**src/rtl/ripple_carry_sequencer.sv**
```systemverilog
// Time-multiplexes one external 4-bit ripple-carry adder over WIDTH-bit operands,
// one nibble per cycle LSB first, between a request and a result valid/ready port.
module ripple_carry_sequencer #(
    parameter int unsigned WIDTH = 16
) (
    input  logic             clk_i,
    input  logic             rst_i,
    input  logic             req_valid_i,
    output logic             req_ready_o,
    input  logic [WIDTH-1:0] req_a_i,
    input  logic [WIDTH-1:0] req_b_i,
    input  logic             req_cin_i,
    input  logic             req_sub_i,
    output logic [3:0]       add_a_o,
    output logic [3:0]       add_b_o,
    output logic             add_cin_o,
    input  logic [3:0]       add_s_i,
    input  logic             add_cout_i,
    output logic             res_valid_o,
    input  logic             res_ready_i,
    output logic [WIDTH-1:0] res_sum_o,
    output logic             res_cout_o,
    output logic             res_ovf_o,
    output logic             busy_o
);

    localparam int unsigned NIBBLES = WIDTH / 4;
    localparam int unsigned CNT_W   = (NIBBLES > 1) ? $clog2(NIBBLES) : 1;
    localparam logic [CNT_W-1:0] LAST_NIB = CNT_W'(NIBBLES - 1);

    typedef enum logic [1:0] {
        IDLE = 2'd0,
        RUN  = 2'd1,
        DONE = 2'd2
    } state_e;

    state_e             state_q, state_d;
    logic [WIDTH-1:0]   a_q, a_d;
    logic [WIDTH-1:0]   b_q, b_d;
    logic [WIDTH-1:0]   sum_q, sum_d;
    logic               carry_q, carry_d;
    logic               cout_q, cout_d;
    logic               ovf_q, ovf_d;
    logic [CNT_W-1:0]   cnt_q, cnt_d;
    logic [CNT_W+1:0]   nib_lsb;

    assign nib_lsb = {cnt_q, 2'b00};

    // State and datapath registers
    always_ff @(posedge clk_i) begin
        if (rst_i) begin
            state_q <= IDLE;
            a_q     <= '0;
            b_q     <= '0;
            sum_q   <= '0;
            carry_q <= 1'b0;
            cout_q  <= 1'b0;
            ovf_q   <= 1'b0;
            cnt_q   <= '0;
        end else begin
            state_q <= state_d;
            a_q     <= a_d;
            b_q     <= b_d;
            sum_q   <= sum_d;
            carry_q <= carry_d;
            cout_q  <= cout_d;
            ovf_q   <= ovf_d;
            cnt_q   <= cnt_d;
        end
    end

    // Next state and datapath update
    always_comb begin
        state_d = state_q;
        a_d     = a_q;
        b_d     = b_q;
        sum_d   = sum_q;
        carry_d = carry_q;
        cout_d  = cout_q;
        ovf_d   = ovf_q;
        cnt_d   = cnt_q;
        case (state_q)
            IDLE: begin
                if (req_valid_i) begin
                    state_d = RUN;
                    a_d     = req_a_i;
                    b_d     = req_b_i ^ {WIDTH{req_sub_i}};
                    carry_d = req_sub_i ? 1'b1 : req_cin_i;
                    cnt_d   = '0;
                end
            end
            RUN: begin
                sum_d[nib_lsb +: 4] = add_s_i;
                carry_d             = add_cout_i;
                cnt_d               = cnt_q + CNT_W'(1);
                if (cnt_q == LAST_NIB) begin
                    state_d = DONE;
                    cout_d  = add_cout_i;
                    // Overflow judged against the effective (already inverted) B sign
                    ovf_d   = (a_q[WIDTH-1] == b_q[WIDTH-1]) && (add_s_i[3] != a_q[WIDTH-1]);
                end
            end
            DONE: begin
                if (res_ready_i) begin
                    state_d = IDLE;
                end
            end
            default: state_d = IDLE;
        endcase
    end

    // Handshake flags and adder drive decoded from state
    always_comb begin
        req_ready_o = 1'b0;
        res_valid_o = 1'b0;
        busy_o      = 1'b0;
        add_a_o     = 4'h0;
        add_b_o     = 4'h0;
        add_cin_o   = 1'b0;
        case (state_q)
            IDLE: req_ready_o = 1'b1;
            RUN: begin
                busy_o    = 1'b1;
                add_a_o   = a_q[nib_lsb +: 4];
                add_b_o   = b_q[nib_lsb +: 4];
                add_cin_o = carry_q;
            end
            DONE: begin
                busy_o      = 1'b1;
                res_valid_o = 1'b1;
            end
            default: ;
        endcase
    end

    assign res_sum_o  = sum_q;
    assign res_cout_o = cout_q;
    assign res_ovf_o  = ovf_q;

endmodule

```
**config.mk**
```make
export PLATFORM = sky130hd
export DESIGN_NAME = ripple_carry_sequencer
export DESIGN_NICKNAME = d
export VERILOG_FILES = /design/src/rtl/ripple_carry_sequencer.sv
export SDC_FILE = /design/constraint.sdc
export NUM_CORES = 1
export LEC_CHECK = 0
export ABC_CLOCK_PERIOD_IN_PS = 3200
export CAP_MARGIN = 20
export CORE_UTILIZATION = 48
export CTS_CLUSTER_DIAMETER = 100
export DETAILED_ROUTE_END_ITERATION = 7
export GPL_TIMING_DRIVEN = 0
export PLACE_DENSITY = 0.81
export SYNTH_ARGS = -nofsm -noshare
export SYNTH_HDL_FRONTEND = slang
export SYNTH_SLANG_ARGS = --single-unit
```
**constraint.sdc**
```tcl
create_clock -name clk_i -period 3.2 [get_ports clk_i]
set_input_delay 0.48 -clock clk_i [delete_from_list [all_inputs] [get_ports clk_i]]
set_output_delay 0.48 -clock clk_i [all_outputs]
set_load 0.05 [all_outputs]
```
== Word-level counts from Yosys, hierarchy flattened ==
Cells that the tools add are included.
Cells by class
  add/sub/neg operators: 2
  equality and inequality tests: 8
  shift operators: 4
  multiplexer cells: 16
  bitwise operators: 1
  reductions and logical operators: 8
Operators by type and width (number)
  variable part select 16 x 5 -> 4 bit: 2
  bitwise mux 16 bit: 1
  variable shift 4 x 6 -> 16 bit, first input constant: 1
  variable part select 4 x 6 -> 16 bit: 1
  bitwise XOR 16 bit: 1
  2-to-1 mux 2 bit: 4
  2-to-1 mux 4 bit: 2
  2-to-1 mux 1 bit: 6
  inequality test 2 bit, second input constant: 3
  negation 4 -> 6 bit: 1
  one-hot mux 2 bit (3 select lines): 1
  AND reduction 2 bit: 3
  == test 2 bit, second input constant: 2
  one-hot mux 2 bit (2 select lines): 1
  AND reduction 3 bit: 1
  adder 2 x 1 -> 2 bit, second input constant: 1
  == test 2 x 1 -> 1 bit, second input constant: 1
  logical NOT 2 bit: 1
  one-hot mux 1 bit (2 select lines): 1
  nonzero test 2 bit: 1
  OR reduction 2 bit: 1
  == test 1 bit: 1
  logical AND 1 bit: 1
  inequality test 1 bit: 1
Word-level totals
  register bits after elaboration: 55
  bits of input ports: 43
  output and inout port bits: 30
  word-level logic and storage cells: 47

== Logic depth before layout (Yosys ltp) ==
Gate-level depths: netlist (run 1).
  depth after elaboration: 3
  depth in mapped cells: 7
  mapped depth without buffers: 5

== Least setup slack after synthesis (run 1) ==
OpenSTA, ideal clock, no wires.
  path type: register to output
  start point: reg cnt_q[0]
  end point: out add_b_o[3]
  data arrival time: 1.384 ns
  data required time: 2.720 ns
  setup slack: 1.336 ns
  stages on the path, launching flop included: 4
  buffers on the path: 1
  cells stage by stage: dfxtp_1 buf_6 mux4_2 and2_1
Between the ends
  word-level cells in the longest chain between the ends: 2
RTL lines
  start: declaration: line 44  | logic [CNT_W-1:0] cnt_q, cnt_d;
  start signal: assignment: line 68  | cnt_q <= cnt_d;
  variable part select 16 x 5 -> 4 bit: line 125  | add_b_o = b_q[nib_lsb +: 4];
  2-to-1 mux 4 bit: line 120  | case (state_q)
  end: declaration: line 15  | output logic [3:0] add_b_o,
No other way between the ends.

== Worst setup path after layout (run 1) ==
  start point: reg state_q[1]
  end point: out add_a_o[0]
Between the ends
  word-level cells in the longest chain between the ends: 2
RTL lines
  start: declaration: line 37  | state_e state_q, state_d;
  start signal: assignment: line 61  | state_q <= state_d;
  == test 2 x 1 -> 1 bit: line 120
  2-to-1 mux 4 bit: line 120
  end: declaration: line 14  | output logic [3:0] add_a_o,
No other way between the ends.

==> metrics.md, run 1 <==
| Metric | Value |
|---|---|
| Reg2Reg Setup Slack | 1.32 ns |
| I/O Pins | 73 |
| Clk pin slew, worst setup/hold paths | 0.10 ns |
| Die Height | 74.5 um |
| Pwr Density | 643 nW/um^2 |
| Psw | 0.862 mW |
| Critical Path Stages | 6 |
| CTS tree | done |
| Total CTS buffers | 5 |
| Via-to-Cell Ratio | 5.42 |
| Crit path to | add_a_o[0] |
| Crit. End Element | primary output |
| Most frequent cell after synthesis | dfxtp_1 |
| Via count | 2,261 |
| Delay-heaviest family, CP | buffers and inverters |
| Critical R2R Launch | cnt_q[1] |
| Worst Setup Start Kind | flip-flop |
| Asr flop ratio synth | 0% |
| DRC Markers | 0 |
| Detail Route Antenna Nets | 0 |
| Max Slew Vio Count | 0 |
| # hold bufs at CTS | 0 |
| RSZ-0062 raised after global routing | no |
| Synth Area per Inst | 9.38 um^2 |
| First drt pass iteration count | 4 |
| Layout cell share with drive strength beyond 1 | 9.22% |
| Comb pwr share | 43.4% |
| CP peak stage delay | 0.81 ns |
| # setup viols final | 0 |
| Worst-Skew Late Latency | 0.31 ns |
| Ys Warns | 0 |
| Post-synth EDFFs | 0 |
| Critical path arrival | 2.51 ns |
| Final Power | 2.19 mW |
| Maximum vdd drop | 0.370 mV |
| Final Critical Period | 2.99 ns |
| WP data required | 2.72 ns |
| Primary FF master, synth | dfxtp_1 |
| Largest net degree at the start of global routing | 17 |
| Post-CTS setup buffer count | 0 |
| Status | finished clean |
| Post-DP HPWL | 4.66 mm |
| Period utilization | 93.3% |
| Worst R2R Path Depth | 6 |
| Sw Share | 39.4% |
| Final wirelength | 6.31 mm |
| CTS root buf | clkbuf_8 |
| Clock share of power | 17.4% |
| Max-cap violations | 0 |
| Initial Util | 49.7% |
| Yosys cell types | 36 |
| Synth area leaders | dfxtp_1 (44%), mux4_2 (6.3%), nand2_1 (6.1%) |
| Htree depth | 2 |
| Synth area leader | dfxtp_1 |
| Antenna violations before repair | 0 |
| Post-Synthesis Cells | 269 |
| Die Area | 5550 um^2 |
| Final Hold Vio Count | 0 |
| Post-synth top cells | dfxtp_1 (55), nand2_1 (41), nor2_1 (27) |
| Sequential Power Share | 39.2% |
| CP dominant cell by count | buf_2 |
| Setup TNS | 0 ns |
| Crit path cell chain | inv_1, ha_1, buf_2, buf_2, and2_1, clkdlybuf4s50_1 |
| IO Port Bufs | 71 |
| Total GRT Usage | 23.7% |
| Post-CTS resize count | 0 |
| Worst hold path class | reg2reg |
| TritonCTS Sinks | 55 |
| Synth top area share | 43.7% |
| Grt total ovfl | 0 |
| Worst path buffer plus inverter count | 4 |
| Yosys reg bits | 55 |
| Fin nets | 398 |
| Netlist area before placement | 2520 um^2 |
| Crit path max-delay cell type | clkdlybuf4s50_1 |
| Internal | 1.33 mW |
| Worst setup path startpoint | state_q[1] |
| Vias in the first global route | 2,167 |
| Fmax | 0.335 GHz |
| Longest Clk Path Bufs | 2 |
| Total core area | 5070 um^2 |
| Die outline width | 74.5 um |
| Antenna Cells | 0 |
| Slew @ Worst Pin | 0.514 ns |
| Avg WL per Cell | 15.1 um |
| Synthesized Nets | 320 |
| Sequential fraction of the synthesis area | 43.7% |
| Relative slew slack | 65.6% |
| Leakage dissipation | 1.24 nW |
| Worst Clk Skew | 0.0107 ns |
| Initial DRC count | 150 |
| Final GP Congestion | 0.797 |
| CP Max Fanout | 10 |
| First-pass GRT wire length | 9.75 mm |
| Area grow syn2layout | 34.9% |
| Row cnt | 26 |
| Crit Path Class | reg2out |
| FF-to-FF End | res_sum_o[15] |
how the worst min path moves through the flow:
stage	from	slack (ns)	to	cells after the start
floorplan	carry_q	0.43	carry_q	2
global placement	carry_q	0.44	carry_q	2
detailed placement	carry_q	0.45	carry_q	2
CTS	carry_q	0.46	carry_q	2
global route	res_sum_o[13]	0.48	res_sum_o[13]	2
finish	a_q[13]	0.46	a_q[13]	2
per-layer routing:
metal  track usage [%]  wire length (um)
met5                 0                 0
met2              42.5              3240
met4              7.34                88
met1              28.0              2620
met3              5.28               363
flip-flops by register name, indices dropped and copies added, names as in the netlist:
name and count:
carry_q 1, state_q 2, res_cout_o 1, res_ovf_o 1, cnt_q 2, res_sum_o 16
a_q 16, b_q 16
placed cells by master, fill, tap and decap left out, types with 2 or more instances in the layout:
| cell | count |
|---|---|
| nand2_1 | 41 |
| clkdlybuf4s50_1 | 71 |
| ha_1 | 8 |
| mux4_2 | 7 |
| clkbuf_8 | 5 |
| a32oi_1 | 9 |
| o31ai_1 | 2 |
| nor2_1 | 27 |
| nor2b_1 | 4 |
| a211oi_1 | 16 |
| buf_2 | 10 |
| xnor2_1 | 16 |
| nor3_1 | 3 |
| nand2b_1 | 4 |
| inv_1 | 5 |
| dfxtp_1 | 55 |
| buf_4 | 4 |
| and2_1 | 10 |
| a21oi_1 | 21 |
| a22o_1 | 6 |
| o21ai_1 | 2 |
| buf_1 | 2 |
| nand4_1 | 2 |
cell families (layout without fill, tap and decap cells):
family,count (synthesis),in the layout,share of synthesized area [%]
AOI/OAI and AO/OA,59,59,16.1
xor gates and xnor gates,16,16,5.56
adders and majority gates,8,8,3.97
buffers and inverters,24,102,4.96
DFF,55,55,43.7
muxes,9,9,7.69
and+or+nand+nor,98,98,18.1
layout make-up:
cell class / count / area (um^2)
Fill cell: 450 / 1670
Multi-Input combinational cell: 190 / 1300
Sequential cell: 55 / 1100
Timing Repair Buffer: 71 / 711
Buffer: 18 / 103
Tap cell: 70 / 87.6
Clock buffer: 5 / 68.8
Inverter: 6 / 22.5
Clock inverter: 2 / 13.8
power groups by stage:
| stage | sequential, mW | combinational [mW] | clock, mW |
|---|---|---|---|
| global placement | 0.864 | 0.919 | 0 |
| global route | 0.868 | 1.03 | 0.400 |
| finish | 0.858 | 0.949 | 0.381 |
| CTS | 0.857 | 0.945 | 0.382 |
| floorplan | 0.892 | 0.641 | 0 |
| detailed placement | 0.873 | 0.941 | 0 |
stage by stage:
step | instance area [um^2] | utilization [%] | worst slack [ns] | cells | hold slack, ns
3_3_place_gp | 3320 | 65.4 | 0.594 | 410 | 0.437
3_5_place_dp | 3320 | 65.4 | 0.594 | 410 | 0.446
6_report | 3400 | 67.1 | 0.213 | 417 | 0.459
2_1_floorplan | 2520 | - | 1.34 | 269 | 0.427
4_1_cts | 3400 | 67.1 | 0.227 | 417 | 0.459
5_1_grt | 3400 | 67.1 | 0.111 | 417 | 0.485
tightest hold or removal path: cells and delay by family, from the launching register on:
kind	cells	cell delay, ns
DFF	1	0.32
and+or+nand+nor	1	0.05
AOI/OAI and AO/OA	1	0.05
Power figures use the tool's default switching activity.
==> inputs of run 2 (changes only) <==
--- a/config.mk
+++ b/config.mk
@@ -5,13 +5,13 @@
 export SDC_FILE = /design/constraint.sdc
 export NUM_CORES = 1
 export LEC_CHECK = 0
-export ABC_CLOCK_PERIOD_IN_PS = 3200
+export ABC_CLOCK_PERIOD_IN_PS = 3100
 export CAP_MARGIN = 20
-export CORE_UTILIZATION = 48
+export CORE_UTILIZATION = 47
 export CTS_CLUSTER_DIAMETER = 100
 export DETAILED_ROUTE_END_ITERATION = 7
 export GPL_TIMING_DRIVEN = 0
-export PLACE_DENSITY = 0.81
+export PLACE_DENSITY = 0.79
 export SYNTH_ARGS = -nofsm -noshare
 export SYNTH_HDL_FRONTEND = slang
 export SYNTH_SLANG_ARGS = --single-unit
==> constraint.sdc (replaced) <==
create_clock -name clk_i -period 3.1 [get_ports clk_i]
set_input_delay 0.465 -clock clk_i [delete_from_list [all_inputs] [get_ports clk_i]]
set_output_delay 0.465 -clock clk_i [all_outputs]
set_load 0.05 [all_outputs]
==> run 2 against run 1 <==
Net effect:
- count of clock-buffer cells in the layout did not move
- highest routed layer unchanged
- setup slack got worse by 0.089 ns
- sequential share of layout area fell by 0.22 points
- clock power rose by 22%
- die area rose by 2.1%
- core utilization fell by 0.39 points
- largest power group unchanged
==> metrics.md, run 2 (synthesis gave the netlist of run 1 again) <==
| Metric | Value |
|---|---|
| Status | finished clean |
| Worst Clk Skew | 0.0110 ns |
| Die Area | 5660 um^2 |
| Pwr Density | 679 nW/um^2 |
| Total core area | 5140 um^2 |
| Critical path arrival | 2.51 ns |
| Period utilization | 96.0% |
| Commonest non-fill, non-tap cells in the layout | clkdlybuf4s50_1 (71), dfxtp_1 (55), nand2_1 (41) |
| CTS tree | done |
| Final GP Congestion | 0.813 |
| Final Power | 2.33 mW |
| Final wirelength | 6.04 mm |
| CP Max Fanout | 10 |
| WP data required | 2.63 ns |
| Total GRT Usage | 23.4% |
| Via count | 2,205 |
| Post-CTS resize count | 0 |
| Final Critical Period | 2.98 ns |
| # setup viols final | 0 |
| Filler cell count | 454 |
| Slew @ Worst Pin | 0.515 ns |
| CTS root buf | clkbuf_8 |
| Grt total ovfl | 0 |
| Worst hold path class | reg2reg |
| Antenna Cells | 0 |
| M2 GR Usage | 39.7% |
| Vias in the first global route | 2,125 |
| Fin nets | 398 |
| Fmax | 0.336 GHz |
| Crit path max-delay cell type | clkdlybuf4s50_1 |
| Die outline width | 75.3 um |
| Htree depth | 2 |
| Largest net degree at the start of global routing | 17 |
| Max-cap violations | 0 |
| DRC Markers | 0 |
| Met3 Use GR | 4.82% |
| # hold bufs at CTS | 0 |
| Area grow syn2layout | 35.9% |
| Clk pin slew, worst setup/hold paths | 0.09 ns |
| Worst-Skew Late Latency | 0.31 ns |
| First drt pass iteration count | 4 |
| Layout cell share with drive strength beyond 1 | 9.22% |
| Initial Util | 49.1% |
| WHS | 0.455 ns |
| CP peak stage delay | 0.81 ns |
| Leakage dissipation | 1.25 nW |
| TritonCTS Sinks | 55 |
| Relative slew slack | 65.6% |
| First-pass GRT wire length | 9.83 mm |
| Most common cell after layout, fill and taps aside | clkdlybuf4s50_1 |
| RSZ-0062 raised after global routing | no |
| Antenna violations before repair | 0 |
| Post-DP HPWL | 4.44 mm |
| Max Slew Vio Count | 0 |
| Longest Clk Path Bufs | 2 |
| Avg WL per Cell | 14.5 um |
| Setup TNS | 0 ns |
| Gr busiest metal | met2 |
| CP dominant cell by count | buf_2 |
| Row cnt | 26 |
| I/O Pins | 73 |
| Crit Path Class | reg2out |
| Initial DRC count | 128 |
| Crit. End Element | primary output |
| Post-CTS setup buffer count | 0 |
| Worst Setup Start Kind | flip-flop |
| Total CTS buffers | 5 |
| Via-to-Cell Ratio | 5.29 |
| Detail Route Antenna Nets | 0 |
| Crit path cell chain | inv_1, ha_1, buf_2, buf_2, and2_1, clkdlybuf4s50_1 |
| IO Port Bufs | 71 |
| Maximum vdd drop | 0.313 mV |
| GR met1 Demand/Resource | 30.5% |
| Final Hold Vio Count | 0 |
| Die Height | 75.3 um |
-- run 2: changes by cell type in the layout (fill, tap and decap cells not counted) --
cell        previous run  this run
bufinv_16              0         1
clkinv_4               1         0
clkinvlp_4             0         1
clkinv_2               1         0
-- run 2: layout make-up --
cell class                      count  area, um^2  area share, %
Timing Repair Buffer               71         711           20.7
Inverter                            6        22.5          0.657
Tap cell                           70        87.6           2.56
Clock buffer                        5        68.8           2.01
Multi-Input combinational cell    190        1300           37.8
Sequential cell                    55        1100           32.1
Buffer                             18         103           2.99
Clock inverter                      2        37.5           1.10
-- run 2: per-stage QoR --
stage,setup WS (ns),util (%),area (um^2),cells
after floorplan,1.25,-,2520,269
after global routing,0.0104,66.7,3430,417
final,0.125,66.7,3430,417
after detailed placement,0.493,64.6,3320,410
after global placement,0.487,64.6,3320,410
after CTS,0.132,66.7,3430,417
-- run 2: critical path: cells and delay by family (launching register included) --
family                   cells  cell delay [ns]
buffers and inverters        4             1.42
AND/OR/NAND/NOR              1             0.18
flip-flops                   1             0.32
adder cells (fa/ha/maj)      1             0.28
-- run 2: layer usage --
| layer | wire, um | up-vias |
|---|---|---|
| li1 | - | 1099 |
| met1 | 2650 | 1025 |
| met2 | 3030 | 78 |
| met3 | 330 | 3 |
| met4 | 32 | 0 |
| met5 | 0 | - |
-- run 2: worst paths after layout --
path / startpoint / endpoint / slack, ns / cells past startpoint
setup / recovery: state_q[1] / add_cin_o / 0.12 / 6
hold / removal: carry_q / carry_q / 0.45 / 2
setup reg to reg: cnt_q[1] / res_sum_o[14] / 1.27 / 6
hold reg to reg: carry_q / carry_q / 0.45 / 2
-- run 2: power breakdown --
group          internal (mW)  switching [mW]
registers              0.820          0.0625
clock network          0.236           0.228
logic                  0.393           0.588
total                   1.45           0.879
==> inputs of run 3 (changes only) <==
--- a/config.mk
+++ b/config.mk
@@ -12,6 +12,7 @@
 export DETAILED_ROUTE_END_ITERATION = 7
 export GPL_TIMING_DRIVEN = 0
 export PLACE_DENSITY = 0.79
+export RECOVER_POWER = 100
 export SYNTH_ARGS = -nofsm -noshare
 export SYNTH_HDL_FRONTEND = slang
 export SYNTH_SLANG_ARGS = --single-unit
==> run 3 against run 2 <==
Net effect:
- combinational power is 2.6% lower
- global-route usage stayed put
- largest power group unchanged
- cell count stayed put
- sequential power hardly changed
- via count is 0.32% higher
- design area is 0.47% lower
- critical path type unchanged
- critical path depth stayed put
- first-iteration DRC count is 4.7% higher
- die area stayed put
- power is 1.1% lower
==> metrics.md, run 3 (synthesis gave the netlist of run 1 again) <==
| Metric | Value |
|---|---|
| Psw | 0.875 mW |
| # hold bufs at CTS | 0 |
| CP peak stage delay | 0.81 ns |
| Via-to-Cell Ratio | 5.30 |
| Longest Clk Path Bufs | 2 |
| Comb pwr share | 41.5% |
| Die Height | 75.3 um |
| First drt pass iteration count | 4 |
| # setup viols final | 0 |
| Initial Util | 49.1% |
| Register area | 1100 um^2 |
| Via count | 2,212 |
| Worst hold path class | reg2reg |
| Fmax | 0.337 GHz |
| Max Slew Vio Count | 0 |
| Setup TNS | 0 ns |
| First-pass GRT wire length | 9.83 mm |
| WHS | 0.458 ns |
| Crit. End Element | primary output |
| CP dominant cell by count | buf_2 |
| DRC Markers | 0 |
| Final GP Congestion | 0.813 |
| Worst Setup Start Kind | flip-flop |
| Detail Route Antenna Nets | 0 |
| Vias in the first global route | 2,125 |
| Total CTS buffers | 5 |
| Clk pin slew, worst setup/hold paths | 0.09 ns |
| Area grow syn2layout | 35.2% |
| Critical R2R Launch | state_q[0] |
| Relative slew slack | 64.4% |
| Most common cell after layout, fill and taps aside | dfxtp_1 |
| RSZ-0062 raised after global routing | no |
| Post-CTS setup buffer count | 0 |
| Sw Share | 38.0% |
| Row cnt | 26 |
| Sequential Power Share | 38.3% |
| CP Max Fanout | 10 |
| Final wirelength | 6.05 mm |
| Hold path depth | 2 |
| Hold Path Origin | carry_q |
| IO Port Bufs | 71 |
| Pwr Density | 675 nW/um^2 |
| Initial DRC count | 134 |
| Die outline width | 75.3 um |
| Htree depth | 2 |
| Post-route cell area | 3410 um^2 |
| Largest net degree at the start of global routing | 17 |
| Final Hold Vio Count | 0 |
| Worst path buffer plus inverter count | 4 |
| Reg2Reg Setup Slack | 1.02 ns |
| Layout cell share with drive strength beyond 1 | 7.20% |
| Worst-Skew Late Latency | 0.31 ns |
| Post-CTS resize count | 0 |
| Area of the multi-input gates | 1290 um^2 |
| TritonCTS Sinks | 55 |
| Status | finished clean |
| Worst Clk Skew | 0.0105 ns |
| Period utilization | 95.8% |
| Final Critical Period | 2.97 ns |
| Crit path max-delay cell type | clkdlybuf4s50_1 |
| Maximum vdd drop | 0.311 mV |
| Worst Hold Path EP | carry_q |
| Slew @ Worst Pin | 0.534 ns |
| FF-to-FF End | a_q[2] |
| I/O Pins | 73 |
| Area post-placement | 3320 um^2 |
| Worst R2R Path Depth | 7 |
| Leakage dissipation | 1.30 nW |
| Antenna Cells | 0 |
| Crit path cell chain | inv_1, ha_1, buf_2, buf_2, and2_1, clkdlybuf4s50_1 |
| Max-cap violations | 0 |
| Crit Path Class | reg2out |
| Internal | 1.43 mW |
| Delay-heaviest family, CP | buffers and inverters |
| Antenna violations before repair | 0 |
| WP data required | 2.63 ns |
| Total core area | 5140 um^2 |
| Clock share of power | 20.2% |
| CTS tree | done |
| Fin nets | 398 |
| Die Area | 5660 um^2 |
| Grt total ovfl | 0 |
| Total GRT Usage | 23.4% |
| CTS root buf | clkbuf_8 |
| Filler cell count | 458 |
| Avg WL per Cell | 14.5 um |
| Critical path arrival | 2.50 ns |
| Commonest non-fill, non-tap cells in the layout | dfxtp_1 (55), clkdlybuf4s50_1 (49), nand2_1 (41) |
| Post-DP HPWL | 4.44 mm |
[run 3: final cells by class]
class / instances / area share (%)
clock buffers: 5 / 2.02
repair buffers: 71 / 20.8
inverters: 6 / 0.660
well taps: 70 / 2.57
multi-input cells: 190 / 37.9
flip-flops and latches: 55 / 32.3
plain buffers: 18 / 2.68
clock inverters: 2 / 1.10
[run 3: stage by stage]
| stage | util [%] | power, mW | cells | setup WS (ns) |
|---|---|---|---|---|
| 5_1_grt | 66.4 | 2.44 | 417 | 0.00834 |
| 3_3_place_gp | 64.6 | 1.85 | 410 | 0.487 |
| 6_report | 66.4 | 2.30 | 417 | 0.131 |
| 4_1_cts | 66.7 | 2.34 | 417 | 0.132 |
| 3_5_place_dp | 64.6 | 1.88 | 410 | 0.493 |
| 2_1_floorplan | - | 1.58 | 269 | 1.25 |
[run 3: power groups by stage]
| stage | registers [mW] | logic [mW] | clock network (mW) |
|---|---|---|---|
| final | 0.882 | 0.956 | 0.464 |
| after global routing | 0.894 | 1.04 | 0.508 |
| after CTS | 0.881 | 0.984 | 0.475 |
| after detailed placement | 0.898 | 0.978 | 0 |
| after global placement | 0.892 | 0.963 | 0 |
| after floorplan | 0.920 | 0.661 | 0 |
[run 3: tightest hold or removal path: cells and delay by family (launching register included)]
family	cells	cell delay (ns)
and+or+nand+nor	1	0.05
DFF	1	0.32
AOI/OAI and AO/OA	1	0.05
[run 3: worst max-delay path by stage]
stage / start / end / slack (ns) / depth (start not counted)
2_1_floorplan: cnt_q[0] / add_b_o[3] / 1.25 / 3
3_3_place_gp: state_q[1] / add_cin_o / 0.49 / 6
3_5_place_dp: state_q[1] / add_cin_o / 0.49 / 6
4_1_cts: state_q[1] / add_cin_o / 0.13 / 6
5_1_grt: state_q[1] / add_b_o[2] / 0.008 / 6
6_report: state_q[1] / add_cin_o / 0.13 / 6
[run 3: metal layers]
metal | global-route usage [%] | vias up | share of wire [%] | wire [um]
met5 | 0 | - | 0 | 0
li1 | - | 1099 | - | -
met3 | 4.82 | 3 | 5.2 | 317
met1 | 30.5 | 1031 | 45 | 2700
met2 | 39.7 | 79 | 50 | 3010
met4 | 5.76 | 0 | 0.53 | 32
